File: src/rtl/cmos_pixel_capture.sv
// Packs BYTES_PER_PIX sensor bytes into one pixel, with crop, frame decimation and frame counting; 2 pclk latency.
// No backpressure: one pixel at most every BYTES_PER_PIX cycles, dropped lines/frames are simply not emitted.
module cmos_pixel_capture #(
   parameter int IN_W          = 8,
   parameter int BYTES_PER_PIX = 2,
   parameter int OUT_W         = IN_W*BYTES_PER_PIX,
   parameter int CNT_W         = 12,
   parameter bit MSB_FIRST     = 1'b1
) (
   input  logic             pclk,
   input  logic             rst,
   input  logic [IN_W-1:0]  pdata_i,
   input  logic             vsync_i,
   input  logic             href_i,
   input  logic [CNT_W-1:0] x_start_i,
   input  logic [CNT_W-1:0] x_end_i,
   input  logic [CNT_W-1:0] y_start_i,
   input  logic [CNT_W-1:0] y_end_i,
   input  logic [3:0]       skip_i,
   input  logic             rb_swap_i,
   output logic [OUT_W-1:0] pdata_o,
   output logic             de_o,
   output logic             sof_o,
   output logic             eol_o,
   output logic [15:0]      frame_cnt_o,
   output logic             err_o
);

   localparam int PH_W = (BYTES_PER_PIX > 1) ? $clog2(BYTES_PER_PIX) : 1;
   localparam logic [PH_W-1:0]  PH_LAST = PH_W'(BYTES_PER_PIX-1);
   localparam logic [CNT_W-1:0] CNT_MAX = '1;

   logic [IN_W-1:0]  d_r;
   logic             vs_r, hr_r, vs_d, hr_d;
   logic             vs_fall, hr_fall;

   logic [CNT_W-1:0] xs_sh, xe_sh, ys_sh, ye_sh;
   logic             rb_sh;
   logic [3:0]       skip_cnt;
   logic             accept, frame_active, first_pix, line_seen;
   logic [CNT_W-1:0] x, y;
   logic [PH_W-1:0]  phase;
   logic [OUT_W-1:0] asm_r, asm_next, pix_word;
   logic             pix_done, in_win;

   always_ff @(posedge pclk or posedge rst) begin
      if (rst) begin
         d_r  <= '0;
         vs_r <= 1'b0;
         hr_r <= 1'b0;
         vs_d <= 1'b0;
         hr_d <= 1'b0;
      end else begin
         d_r  <= pdata_i;
         vs_r <= vsync_i;
         hr_r <= href_i;
         vs_d <= vs_r;
         hr_d <= hr_r;
      end
   end

   assign vs_fall  = vs_d & ~vs_r;
   assign hr_fall  = hr_d & ~hr_r;
   assign pix_done = (phase == PH_LAST);
   assign in_win   = accept && (x >= xs_sh) && (x <= xe_sh) && (y >= ys_sh) && (y <= ye_sh);

   // Byte 0 is shifted toward the end chosen by MSB_FIRST as later bytes arrive.
   always_comb begin
      if (MSB_FIRST) asm_next = (asm_r << IN_W) | OUT_W'(d_r);
      else           asm_next = (asm_r >> IN_W) | (OUT_W'(d_r) << (OUT_W-IN_W));
   end

   generate
      if (OUT_W == 16) begin : g_rb
         assign pix_word = rb_sh ? {asm_next[4:0], asm_next[10:5], asm_next[15:11]} : asm_next;
      end else begin : g_no_rb
         assign pix_word = asm_next;
      end
   endgenerate

   always_ff @(posedge pclk or posedge rst) begin
      if (rst) begin
         pdata_o      <= '0;
         de_o         <= 1'b0;
         sof_o        <= 1'b0;
         eol_o        <= 1'b0;
         err_o        <= 1'b0;
         frame_cnt_o  <= '0;
         xs_sh        <= '0;
         xe_sh        <= '0;
         ys_sh        <= '0;
         ye_sh        <= '0;
         rb_sh        <= 1'b0;
         skip_cnt     <= '0;
         accept       <= 1'b0;
         frame_active <= 1'b0;
         first_pix    <= 1'b0;
         line_seen    <= 1'b0;
         x            <= '0;
         y            <= '0;
         phase        <= '0;
         asm_r        <= '0;
      end else begin
         de_o  <= 1'b0;
         sof_o <= 1'b0;
         eol_o <= 1'b0;
         err_o <= 1'b0;
         if (vs_r) begin
            // Vertical blank silently abandons any half-built pixel.
            frame_active <= 1'b0;
            phase        <= '0;
            line_seen    <= 1'b0;
         end else if (vs_fall) begin
            xs_sh        <= x_start_i;
            xe_sh        <= x_end_i;
            ys_sh        <= y_start_i;
            ye_sh        <= y_end_i;
            rb_sh        <= rb_swap_i;
            x            <= '0;
            y            <= '0;
            phase        <= '0;
            first_pix    <= 1'b1;
            line_seen    <= 1'b0;
            frame_active <= 1'b1;
            accept       <= (skip_cnt == 4'd0);
            skip_cnt     <= (skip_cnt >= skip_i) ? 4'd0 : skip_cnt + 4'd1;
            if (skip_cnt == 4'd0) frame_cnt_o <= frame_cnt_o + 16'd1;
         end else if (frame_active) begin
            if (hr_r) begin
               asm_r     <= asm_next;
               line_seen <= 1'b1;
               if (pix_done) begin
                  phase   <= '0;
                  pdata_o <= pix_word;
                  de_o    <= in_win;
                  sof_o   <= in_win & first_pix;
                  eol_o   <= in_win & (x == xe_sh);
                  if (in_win) first_pix <= 1'b0;
                  if (x != CNT_MAX) x <= x + CNT_W'(1);
               end else begin
                  phase <= phase + PH_W'(1);
               end
            end else if (hr_fall) begin
               err_o <= (phase != '0);
               x     <= '0;
               phase <= '0;
               if (line_seen && (y != CNT_MAX)) y <= y + CNT_W'(1);
               line_seen <= 1'b0;
            end
         end
      end
   end

endmodule

File: config.mk
export PLATFORM = sky130hd
export DESIGN_NAME = cmos_pixel_capture
export DESIGN_NICKNAME = d
export VERILOG_FILES = /design/src/rtl/cmos_pixel_capture.sv
export SDC_FILE = /design/constraint.sdc
export NUM_CORES = 1
export LEC_CHECK = 0
export ABC_AREA = 0
export BUFFER_PORTS_ARGS = -buffer_cell sky130_fd_sc_hd__buf_2
export CORE_AREA = 10 10 108 207
export DETAILED_ROUTE_END_ITERATION = 6
export DIE_AREA = 0 0 118 217
export PLACE_DENSITY = 0.57
export SYNTH_ARGS = -nofsm -noshare
export SYNTH_HDL_FRONTEND = slang
export SYNTH_SLANG_ARGS = --single-unit
File: constraint.sdc
create_clock -name pclk -period 9.81 [get_ports pclk]
set_input_delay 1.962 -clock pclk [delete_from_list [all_inputs] [get_ports pclk]]
set_output_delay 1.962 -clock pclk [all_outputs]
set_load 0.01 [all_outputs]
==> results of run 1 <==
## logic make-up (layout without fill, tap and decap cells)
family	count (synthesis)	count (layout)
simple gates	211	211
xor+xnor	37	37
buf+inv	78	189
compound gates	108	108
mux	27	27
fa+ha+maj	57	57
flops	138	138
## registers in the layout (all words and copies together), names as in the netlist, 12 cells and up
name and count:
xs_sh 12, y 12, ys_sh 12, xe_sh 12, frame_cnt_o 16, pdata_o 16, ye_sh 12, x 12
## critical path, stage by stage
cell and delay [ns]:
sky130_fd_sc_hd__buf_2 0.12, sky130_fd_sc_hd__inv_6 0.41, sky130_fd_sc_hd__buf_4 0.80
## synthesized netlist by cell type, types with 2 or more instances
cell,number,share of area (%)
sky130_fd_sc_hd__o211ai_1,2,0.22
sky130_fd_sc_hd__a21o_1,7,0.78
sky130_fd_sc_hd__a221oi_1,2,0.26
sky130_fd_sc_hd__o21ai_0,61,4.5
sky130_fd_sc_hd__nand2b_1,5,0.46
sky130_fd_sc_hd__nor4_1,4,0.37
sky130_fd_sc_hd__inv_1,57,3.2
sky130_fd_sc_hd__a311oi_2,2,0.45
sky130_fd_sc_hd__o21a_1,2,0.22
sky130_fd_sc_hd__xnor2_1,17,2.2
sky130_fd_sc_hd__a31oi_1,2,0.19
sky130_fd_sc_hd__and4_1,4,0.52
sky130_fd_sc_hd__dfrtp_1,138,51
sky130_fd_sc_hd__nor2b_1,2,0.19
sky130_fd_sc_hd__and3_1,9,0.84
sky130_fd_sc_hd__mux2i_1,12,1.8
sky130_fd_sc_hd__and2_1,5,0.46
sky130_fd_sc_hd__buf_1,3,0.17
sky130_fd_sc_hd__nor3_1,4,0.30
sky130_fd_sc_hd__a21oi_1,16,1.2
sky130_fd_sc_hd__nor2_1,38,2.1
sky130_fd_sc_hd__nand3_1,14,1.0
sky130_fd_sc_hd__xor2_1,20,2.6
sky130_fd_sc_hd__nand2_1,96,5.4
sky130_fd_sc_hd__nand4_1,21,2.0
sky130_fd_sc_hd__mux2_2,15,2.5
sky130_fd_sc_hd__o21ai_1,2,0.15
sky130_fd_sc_hd__a211oi_1,3,0.33
sky130_fd_sc_hd__ha_1,57,11
sky130_fd_sc_hd__clkbuf_1,15,0.84
sky130_fd_sc_hd__a2111oi_0,2,0.26
## area by class of cell
cell class,count,area (sq um),share of cell area [%]
Inverter,57,219,2.70
Tap cell,259,324,4.00
Multi-Input combinational cell,440,2980,36.8
Clock inverter,11,173,2.13
Clock buffer,19,433,5.35
Timing Repair Buffer,102,515,6.37
Sequential cell,138,3450,42.7
## routing by layer
layer / vias up / share of wire [%]
met3: 8 / 4.6
met4: 0 / 1.3
met2: 112 / 47
met5: - / 0
met1: 2292 / 47
li1: 2439 / -
## worst paths after layout
check / from / end / cells past startpoint / slack (ns)
worst min-delay path: frame_cnt_o[15] / frame_cnt_o[15] / 1 / 0.46
max in group pclk: frame_cnt_o[0] / frame_cnt_o[0] / 1 / 6.84
worst min register to register: frame_cnt_o[15] / frame_cnt_o[15] / 1 / 0.46
worst max register to register: skip_cnt[0] / frame_cnt_o[13] / 8 / 7.36
worst max-delay path: rst / accept / 3 / 6.81
min in group asynchronous: rst / vs_r / 2 / 1.62
## placed cells by master, fill, tap and decap left out, types with 5 or more instances in the layout
cell type,synthesis,routed
sky130_fd_sc_hd__a21o_1,7,7
sky130_fd_sc_hd__a21oi_1,16,16
sky130_fd_sc_hd__and2_1,5,5
sky130_fd_sc_hd__and3_1,9,9
sky130_fd_sc_hd__buf_2,1,100
sky130_fd_sc_hd__clkbuf_16,0,17
sky130_fd_sc_hd__dfrtp_1,138,138
sky130_fd_sc_hd__ha_1,57,57
sky130_fd_sc_hd__inv_1,57,56
sky130_fd_sc_hd__mux2_2,15,15
sky130_fd_sc_hd__mux2i_1,12,12
sky130_fd_sc_hd__nand2_1,96,96
sky130_fd_sc_hd__nand2b_1,5,5
sky130_fd_sc_hd__nand3_1,14,14
sky130_fd_sc_hd__nand4_1,21,21
sky130_fd_sc_hd__nor2_1,38,38
sky130_fd_sc_hd__o21ai_0,61,61
sky130_fd_sc_hd__xnor2_1,17,17
sky130_fd_sc_hd__xor2_1,20,20
## stage by stage
step / instance area [sq um] / hold slack [ns] / power, uW / utilization [%]
after CTS: 8100 / 0.472 / 1550 / 42.4
after detailed placement: 7490 / 0.464 / 881 / 39.2
after floorplan: 6740 / 0.355 / 809 / -
after global routing: 8100 / 0.501 / 1610 / 42.4
final: 8100 / 0.462 / 1530 / 42.4
after global placement: 7490 / 0.460 / 874 / 39.2
## report_power, final
group / switching [uW] / internal [uW] / total (uW) / leakage [uW]
clock: 236 / 423 / 659 / 0.000293
sequential: 44.3 / 628 / 672 / 0.00178
combinational: 108 / 86.9 / 194 / 0.00198
==> report_table.html, run 1 <==
<table>
<tr><th>Metric</th><th>Value</th></tr>
<tr><th colspan="2">CTS</th></tr>
<tr><td>Number of buffers inserted by post-CTS setup repair</td><td>0</td></tr>
<tr><td>Clock root cell</td><td>sky130_fd_sc_hd__clkbuf_16</td></tr>
<tr><td>Number of gates resized after cts</td><td>0</td></tr>
<tr><td>CTS tree</td><td>built</td></tr>
<tr><td>Hold bufs inserted after CTS</td><td>0</td></tr>
<tr><td>Number of H-tree branching levels</td><td>4</td></tr>
<tr><td>Cts bufs inserted</td><td>17</td></tr>
<tr><td>Largest buffer count on any clock path</td><td>2</td></tr>
<tr><td>Total number of clock tree sinks</td><td>138</td></tr>
<tr><td>Clock latency of the later-clocked register in the worst-skew pair</td><td>0.41 ns</td></tr>
<tr><td>Clock transition time at the flip-flop clock pins of the worst setup and hold paths</td><td>0.06 ns</td></tr>
<tr><th colspan="2">GRT</th></tr>
<tr><td>Met3 capacity usage during global routing</td><td>3.14%</td></tr>
<tr><td>Antenna violations before repair</td><td>0</td></tr>
<tr><td>Pin count of the biggest net entering global routing</td><td>111</td></tr>
<tr><td>Residual overflow from global routing</td><td>0</td></tr>
<tr><td>First-pass GRT wire length</td><td>25200 um</td></tr>
<tr><td>Number of global-route vias before repair</td><td>5087</td></tr>
<tr><td>Routing layer with the top usage in global route</td><td>met2</td></tr>
<tr><td>Gr usage total</td><td>11.8%</td></tr>
<tr><td>Met1 global-route usage</td><td>15.1%</td></tr>
<tr><td>Met2 usage in global routing</td><td>19.0%</td></tr>
<tr><th colspan="2">Synth</th></tr>
<tr><td>Portion of netlist area occupied by mux cells</td><td>4.29%</td></tr>
<tr><td>Synth Net Count</td><td>778</td></tr>
<tr><td>Dominant synthesized flop cell</td><td>sky130_fd_sc_hd__dfrtp_1</td></tr>
<tr><td>Post-synthesis average cell area</td><td>10.3 sq um</td></tr>
<tr><td>Count of flip-flops with a built-in enable after synthesis</td><td>0</td></tr>
<tr><td>Cell area after technology mapping</td><td>6740 sq um</td></tr>
<tr><td>Number of warnings issued by yosys</td><td>0</td></tr>
<tr><td>Post-synthesis share of cell area spent on and, or, nand and nor gates</td><td>14.9%</td></tr>
<tr><td>Async set-reset flop share out of synthesis</td><td>100%</td></tr>
<tr><td>Complex-gate fraction of the synthesized area</td><td>9.60%</td></tr>
<tr><td>Post-synthesis xor/xnor area fraction</td><td>4.81%</td></tr>
<tr><td>Combinational family with the most area after synthesis</td><td>simple AND/OR/NAND/NOR gates</td></tr>
<tr><td>Adder-cell area share of the yosys netlist</td><td>10.6%</td></tr>
<tr><td>Cell variety after synth</td><td>50</td></tr>
<tr><td>Portion of the post-synthesis area used by sequential elements</td><td>51.3%</td></tr>
<tr><td>Number of cells produced by synthesis</td><td>656</td></tr>
<tr><td>Flop and latch count out of synthesis</td><td>138</td></tr>
<tr><th colspan="2">Layout</th></tr>
<tr><td>Final std cells w/o fill</td><td>1026</td></tr>
<tr><td>Number of nets in the layout</td><td>878</td></tr>
<tr><td>Fill count</td><td>1944</td></tr>
<tr><td>Share of layout cells above drive strength 1</td><td>20.2%</td></tr>
<tr><td>Number of inserted diodes</td><td>0</td></tr>
<tr><td>Post-synthesis to final-layout area growth</td><td>20.2%</td></tr>
<tr><th colspan="2">Routing</th></tr>
<tr><td>Count of unresolved DRC violations after routing</td><td>0</td></tr>
<tr><td>Post-DR vias/cell</td><td>4.73</td></tr>
<tr><td>Routed wire length</td><td>14800 um</td></tr>
<tr><td>Drt first pass iters</td><td>4</td></tr>
<tr><td>Detailed router's first-iteration violation count</td><td>203</td></tr>
<tr><td>Via count</td><td>4851</td></tr>
<tr><td>Routed WL per cell</td><td>14.4 um</td></tr>
<tr><td>Final ANT Viol Nets</td><td>0</td></tr>
<tr><th colspan="2">Power</th></tr>
<tr><td>Total power per unit cell area</td><td>188 nW/um^2</td></tr>
<tr><td>Worst voltage drop across the vdd grid</td><td>116 uV</td></tr>
<tr><td>Leakage Power</td><td>0.00405 uW</td></tr>
<tr><th colspan="2">Placement</th></tr>
<tr><td>Placed cell count</td><td>996</td></tr>
<tr><td>Last weighted congestion value of the routability-driven placer</td><td>0.774</td></tr>
<tr><td>HPWL after detailed placement</td><td>10900 um</td></tr>
<tr><td>Port bufs</td><td>100</td></tr>
<tr><td>Pre-CTS worst setup slack</td><td>6.27 ns</td></tr>
<tr><th colspan="2">Floorplanning</th></tr>
<tr><td>Placeable core region</td><td>19100 sq um</td></tr>
<tr><td>Horiz. Die Dim</td><td>118 um</td></tr>
<tr><td>Starting density of the core</td><td>35.3%</td></tr>
<tr><td>Die Footprint</td><td>25600 sq um</td></tr>
<tr><td>Number of cell rows</td><td>72</td></tr>
<tr><td>Number of placed I/O pins</td><td>101</td></tr>
<tr><td>Die span in y</td><td>217 um</td></tr>
<tr><th colspan="2">Worst setup path</th></tr>
<tr><td>Worst EP arrival</td><td>3.40 ns</td></tr>
<tr><td>Crit-path max FO</td><td>73</td></tr>
<tr><td>Required @ worst endpoint</td><td>10.21 ns</td></tr>
<tr><td>Crit path kind</td><td>input port to asynchronous set/reset pin</td></tr>
<tr><td>Kind of end point of the critical path</td><td>asynchronous set/reset pin</td></tr>
<tr><td>CP Launch Type</td><td>input port</td></tr>
<tr><th colspan="2">STA</th></tr>
<tr><td>Count of final max-slew check failures</td><td>0</td></tr>
<tr><td>Min Tclk post-route</td><td>3.00 ns</td></tr>
<tr><td>Number of failing setup endpoints in the final timing report</td><td>0</td></tr>
<tr><td>Post-Route Skew</td><td>0.0103 ns</td></tr>
<tr><td>RSZ-0062 raised after global routing</td><td>false</td></tr>
<tr><td>Number of hold-slack violations in the final timing report</td><td>0</td></tr>
<tr><td>Max Fclk</td><td>0.334 GHz</td></tr>
<tr><td>Worst setup margin</td><td>6.81 ns</td></tr>
<tr><td>Post-route setup TNS</td><td>0 ns</td></tr>
<tr><td>Slew at the pin with the worst max-slew slack</td><td>0.997 ns</td></tr>
<tr><td>Share of the cycle needed by the critical path after routing</td><td>30.6%</td></tr>
<tr><td>Headroom to the max-slew limit</td><td>33.5%</td></tr>
<tr><th colspan="2">Status</th></tr>
<tr><td>Status</td><td>complete, no violations</td></tr>
<tr><th colspan="2">Worst hold path</th></tr>
<tr><td>Tightest Hold Check Type</td><td>register to register</td></tr>
<tr><th colspan="2">Run</th></tr>
<tr><td>Max-cap check violation count</td><td>0</td></tr>
</table>
Power figures use the tool's default switching activity.
==> inputs of run 2 (changes only) <==
==> constraint.sdc (replaced) <==
create_clock -name pclk -period 3 [get_ports pclk]
set_input_delay 0.6 -clock pclk [delete_from_list [all_inputs] [get_ports pclk]]
set_output_delay 0.6 -clock pclk [all_outputs]
set_load 0.01 [all_outputs]
==> report_table.html, run 2 (synthesis gave the netlist of run 1 again) <==
<table>
<tr><th>Metric</th><th>Value</th></tr>
<tr><th colspan="2">GRT</th></tr>
<tr><td>Gr usage total</td><td>12.4% (was 11.8%)</td></tr>
<tr><td>Pin count of the biggest net entering global routing</td><td>59 (was 111)</td></tr>
<tr><td>Residual overflow from global routing</td><td>0 (unchanged)</td></tr>
<tr><td>Antenna violations before repair</td><td>0 (unchanged)</td></tr>
<tr><td>Number of global-route vias before repair</td><td>5083 (was 5087)</td></tr>
<tr><td>First-pass GRT wire length</td><td>26100 um (was 25200 um)</td></tr>
<tr><th colspan="2">Worst setup path</th></tr>
<tr><td>Chain of cells forming the critical path</td><td>ha_1 &gt; a21oi_1 &gt; o21ai_1 &gt; a2111oi_0 &gt; a21oi_1 &gt; nor4_2 &gt; and2_1 (was buf_2 &gt; inv_6 &gt; buf_4)</td></tr>
<tr><td>Capture point of the worst reg-to-reg path</td><td>sof_o (was frame_cnt_o[13])</td></tr>
<tr><td>Critical path capture point</td><td>sof_o (was accept)</td></tr>
<tr><td>Required @ worst endpoint</td><td>3.35 ns (was 10.21 ns)</td></tr>
<tr><td>Slack of the worst reg-to-reg path</td><td>0.75 ns (was 7.36 ns)</td></tr>
<tr><td>Most used cell along the critical path</td><td>sky130_fd_sc_hd__a21oi_1</td></tr>
<tr><td>Launch instance of the worst register-to-register path</td><td>x[11] (was skip_cnt[0])</td></tr>
<tr><td>Start point of the critical path</td><td>x[11] (was rst)</td></tr>
<tr><td>Crit path kind</td><td>register to register (was input port to asynchronous set/reset pin)</td></tr>
<tr><td>Crit-path max FO</td><td>6 (was 73)</td></tr>
<tr><td>Critical path's largest stage delay</td><td>0.46 ns (was 0.80 ns)</td></tr>
<tr><td>Slowest cell on crit path</td><td>sky130_fd_sc_hd__dfrtp_1 (was sky130_fd_sc_hd__buf_4)</td></tr>
<tr><td>Worst-case reg-to-reg path depth</td><td>7 (was 8)</td></tr>
<tr><td>Worst EP arrival</td><td>2.60 ns (was 3.40 ns)</td></tr>
<tr><td>Kind of end point of the critical path</td><td>register (was asynchronous set/reset pin)</td></tr>
<tr><td>CP Launch Type</td><td>register (was input port)</td></tr>
<tr><th colspan="2">Layout</th></tr>
<tr><td>Most frequent cells in the layout</td><td>138 x sky130_fd_sc_hd__dfrtp_1, 100 x sky130_fd_sc_hd__buf_2, 96 x sky130_fd_sc_hd__nand2_1, 61 x sky130_fd_sc_hd__o21ai_0, 57 x sky130_fd_sc_hd__ha_1 (unchanged)</td></tr>
<tr><td>Post-synthesis to final-layout area growth</td><td>21.3% (was 20.2%)</td></tr>
<tr><td>Most frequent standard cell in the layout excluding fill and tap cells</td><td>sky130_fd_sc_hd__dfrtp_1 (unchanged)</td></tr>
<tr><td>Post-route design area</td><td>8170 sq um (was 8100 sq um)</td></tr>
<tr><td>Number of nets in the layout</td><td>880 (was 878)</td></tr>
<tr><td>Number of inserted diodes</td><td>0 (unchanged)</td></tr>
<tr><td>Final std cells w/o fill</td><td>1028 (was 1026)</td></tr>
<tr><td>Share of layout cells above drive strength 1</td><td>20.5% (was 20.2%)</td></tr>
<tr><td>Largest registers</td><td>frame_cnt_o x16, pdata_o x16 (unchanged)</td></tr>
<tr><th colspan="2">CTS</th></tr>
<tr><td>Clock latency of the later-clocked register in the worst-skew pair</td><td>0.42 ns (was 0.41 ns)</td></tr>
<tr><td>Number of buffers inserted by post-CTS setup repair</td><td>0 (unchanged)</td></tr>
<tr><td>Largest buffer count on any clock path</td><td>2 (unchanged)</td></tr>
<tr><td>CTS tree</td><td>built (unchanged)</td></tr>
<tr><td>Hold bufs inserted after CTS</td><td>0 (unchanged)</td></tr>
<tr><td>Clock root cell</td><td>sky130_fd_sc_hd__clkbuf_16 (unchanged)</td></tr>
<tr><td>Cts bufs inserted</td><td>17 (unchanged)</td></tr>
<tr><td>Number of gates resized after cts</td><td>0 (unchanged)</td></tr>
<tr><td>Total number of clock tree sinks</td><td>138 (unchanged)</td></tr>
<tr><td>Number of H-tree branching levels</td><td>4 (unchanged)</td></tr>
<tr><td>Clock transition time at the flip-flop clock pins of the worst setup and hold paths</td><td>0.06 ns (about the same)</td></tr>
<tr><th colspan="2">Routing</th></tr>
<tr><td>Total met3 wirelength after detailed routing</td><td>667 um (was 676 um)</td></tr>
<tr><td>Routed wire length</td><td>15300 um (was 14800 um)</td></tr>
<tr><td>Count of unresolved DRC violations after routing</td><td>0 (unchanged)</td></tr>
<tr><td>Routed WL per cell</td><td>14.9 um (was 14.4 um)</td></tr>
<tr><td>Post-DR vias/cell</td><td>4.75 (was 4.73)</td></tr>
<tr><td>Top metal layer carrying routed signals</td><td>met4 (unchanged)</td></tr>
<tr><td>Final ANT Viol Nets</td><td>0 (unchanged)</td></tr>
<tr><td>Drt first pass iters</td><td>4 (unchanged)</td></tr>
<tr><td>WL met2</td><td>7090 um (was 6950 um)</td></tr>
<tr><td>Detailed router's first-iteration violation count</td><td>176 (was 203)</td></tr>
<tr><td>Via count</td><td>4878 (was 4851)</td></tr>
<tr><td>Wire length on met1</td><td>7290 um (was 6950 um)</td></tr>
<tr><th colspan="2">Placement</th></tr>
<tr><td>Port bufs</td><td>100 (unchanged)</td></tr>
<tr><td>HPWL after detailed placement</td><td>11300 um (was 10900 um)</td></tr>
<tr><td>Placed cell count</td><td>998 (was 996)</td></tr>
<tr><td>Last weighted congestion value of the routability-driven placer</td><td>0.784 (was 0.774)</td></tr>
<tr><td>Pre-CTS worst setup slack</td><td>0.746 ns (was 6.27 ns)</td></tr>
<tr><td>Placed cell area</td><td>7530 sq um (was 7490 sq um)</td></tr>
<tr><th colspan="2">Worst hold path</th></tr>
<tr><td>Tightest Hold Check Type</td><td>input port to register (was register to register)</td></tr>
<tr><th colspan="2">STA</th></tr>
<tr><td>Count of final max-slew check failures</td><td>0 (unchanged)</td></tr>
<tr><td>Share of the cycle needed by the critical path after routing</td><td>75.0%</td></tr>
<tr><td>RSZ-0062 raised after global routing</td><td>false (unchanged)</td></tr>
<tr><td>Max Fclk</td><td>0.445 GHz</td></tr>
<tr><td>Headroom to the max-slew limit</td><td>50.3% (was 33.5%)</td></tr>
<tr><td>Post-route setup TNS</td><td>0 ns (unchanged)</td></tr>
<tr><td>Worst setup margin</td><td>0.751 ns (was 6.81 ns)</td></tr>
<tr><td>Min Tclk post-route</td><td>2.25 ns</td></tr>
<tr><td>Post-Route Skew</td><td>0.00787 ns (was 0.0103 ns)</td></tr>
<tr><td>Slew at the pin with the worst max-slew slack</td><td>0.743 ns (was 0.997 ns)</td></tr>
<tr><td>Number of failing setup endpoints in the final timing report</td><td>0 (unchanged)</td></tr>
<tr><td>Number of hold-slack violations in the final timing report</td><td>0 (unchanged)</td></tr>
<tr><th colspan="2">Floorplanning</th></tr>
<tr><td>Die Footprint</td><td>25600 sq um (unchanged)</td></tr>
<tr><td>Horiz. Die Dim</td><td>118 um (unchanged)</td></tr>
<tr><td>Number of cell rows</td><td>72 (unchanged)</td></tr>
<tr><td>Starting density of the core</td><td>35.3% (unchanged)</td></tr>
<tr><td>Number of placed I/O pins</td><td>101 (unchanged)</td></tr>
<tr><td>Placeable core region</td><td>19100 sq um (unchanged)</td></tr>
<tr><td>Die span in y</td><td>217 um (unchanged)</td></tr>
<tr><th colspan="2">Power</th></tr>
<tr><td>Leakage Power</td><td>0.00408 uW (was 0.00405 uW)</td></tr>
<tr><td>Total power per unit cell area</td><td>628 nW/um^2 (was 188 nW/um^2)</td></tr>
<tr><td>Worst voltage drop across the vdd grid</td><td>371 uV (was 116 uV)</td></tr>
<tr><th colspan="2">Status</th></tr>
<tr><td>Status</td><td>complete, no violations (unchanged)</td></tr>
<tr><th colspan="2">Run</th></tr>
<tr><td>Max-cap check violation count</td><td>0 (unchanged)</td></tr>
</table>
-- run 2: worst min-delay path by stage --
| stage | startpoint | endpoint | depth (start not counted) |
|---|---|---|---|
| after floorplan | hr_r | hr_d | 0 |
| after CTS | pdata_i[0] | d_r[0] | 1 |
| final | pdata_i[0] | d_r[0] | 1 |
| after global placement | accept | accept | 1 |
| after global routing | pdata_i[0] | d_r[0] | 1 |
| after detailed placement | frame_cnt_o[15] | frame_cnt_o[15] | 1 |
-- run 2: per-stage QoR --
step | utilization, % | hold WS (ns) | total power [uW]
after floorplan | - | 0.355 | 2650
after global placement | 39.4 | 0.465 | 2860
after detailed placement | 39.4 | 0.468 | 2880
after CTS | 42.8 | 0.262 | 5200
after global routing | 42.8 | 0.263 | 5420
final | 42.8 | 0.282 | 5130
-- run 2: where the power goes --
group	leakage (uW)	internal, uW	switching, uW	total (uW)
combinational	0.00199	291	354	645
clock	0.000305	1490	803	2290
sequential	0.00178	2050	140	2190
total	0.00408	3830	1300	5130
-- run 2: cell type report --
| cell class | count | area [sq um] |
|---|---|---|
| Inverter | 57 | 218 |
| Sequential cell | 138 | 3450 |
| Fill cell | 1966 | 10900 |
| Clock buffer | 19 | 443 |
| Timing Repair Buffer | 104 | 556 |
| Clock inverter | 11 | 196 |
| Tap cell | 259 | 324 |
| Multi-Input combinational cell | 440 | 2980 |
-- run 2: critical path, delay by kind of cell (launching register included) --
family                   cells  cell delay (ns)
AND/OR/NAND/NOR              2             0.56
flip-flops                   1             0.46
AO/OA/AOI/OAI                4             0.81
adder cells (fa/ha/maj)      1             0.35
-- run 2: routing by layer --
metal / vias up / GRT usage [%]
met3: 18 / 3.42
met1: 2326 / 16.1
met4: 0 / 5.22
li1: 2437 / -
met5: - / 0
met2: 97 / 19.0
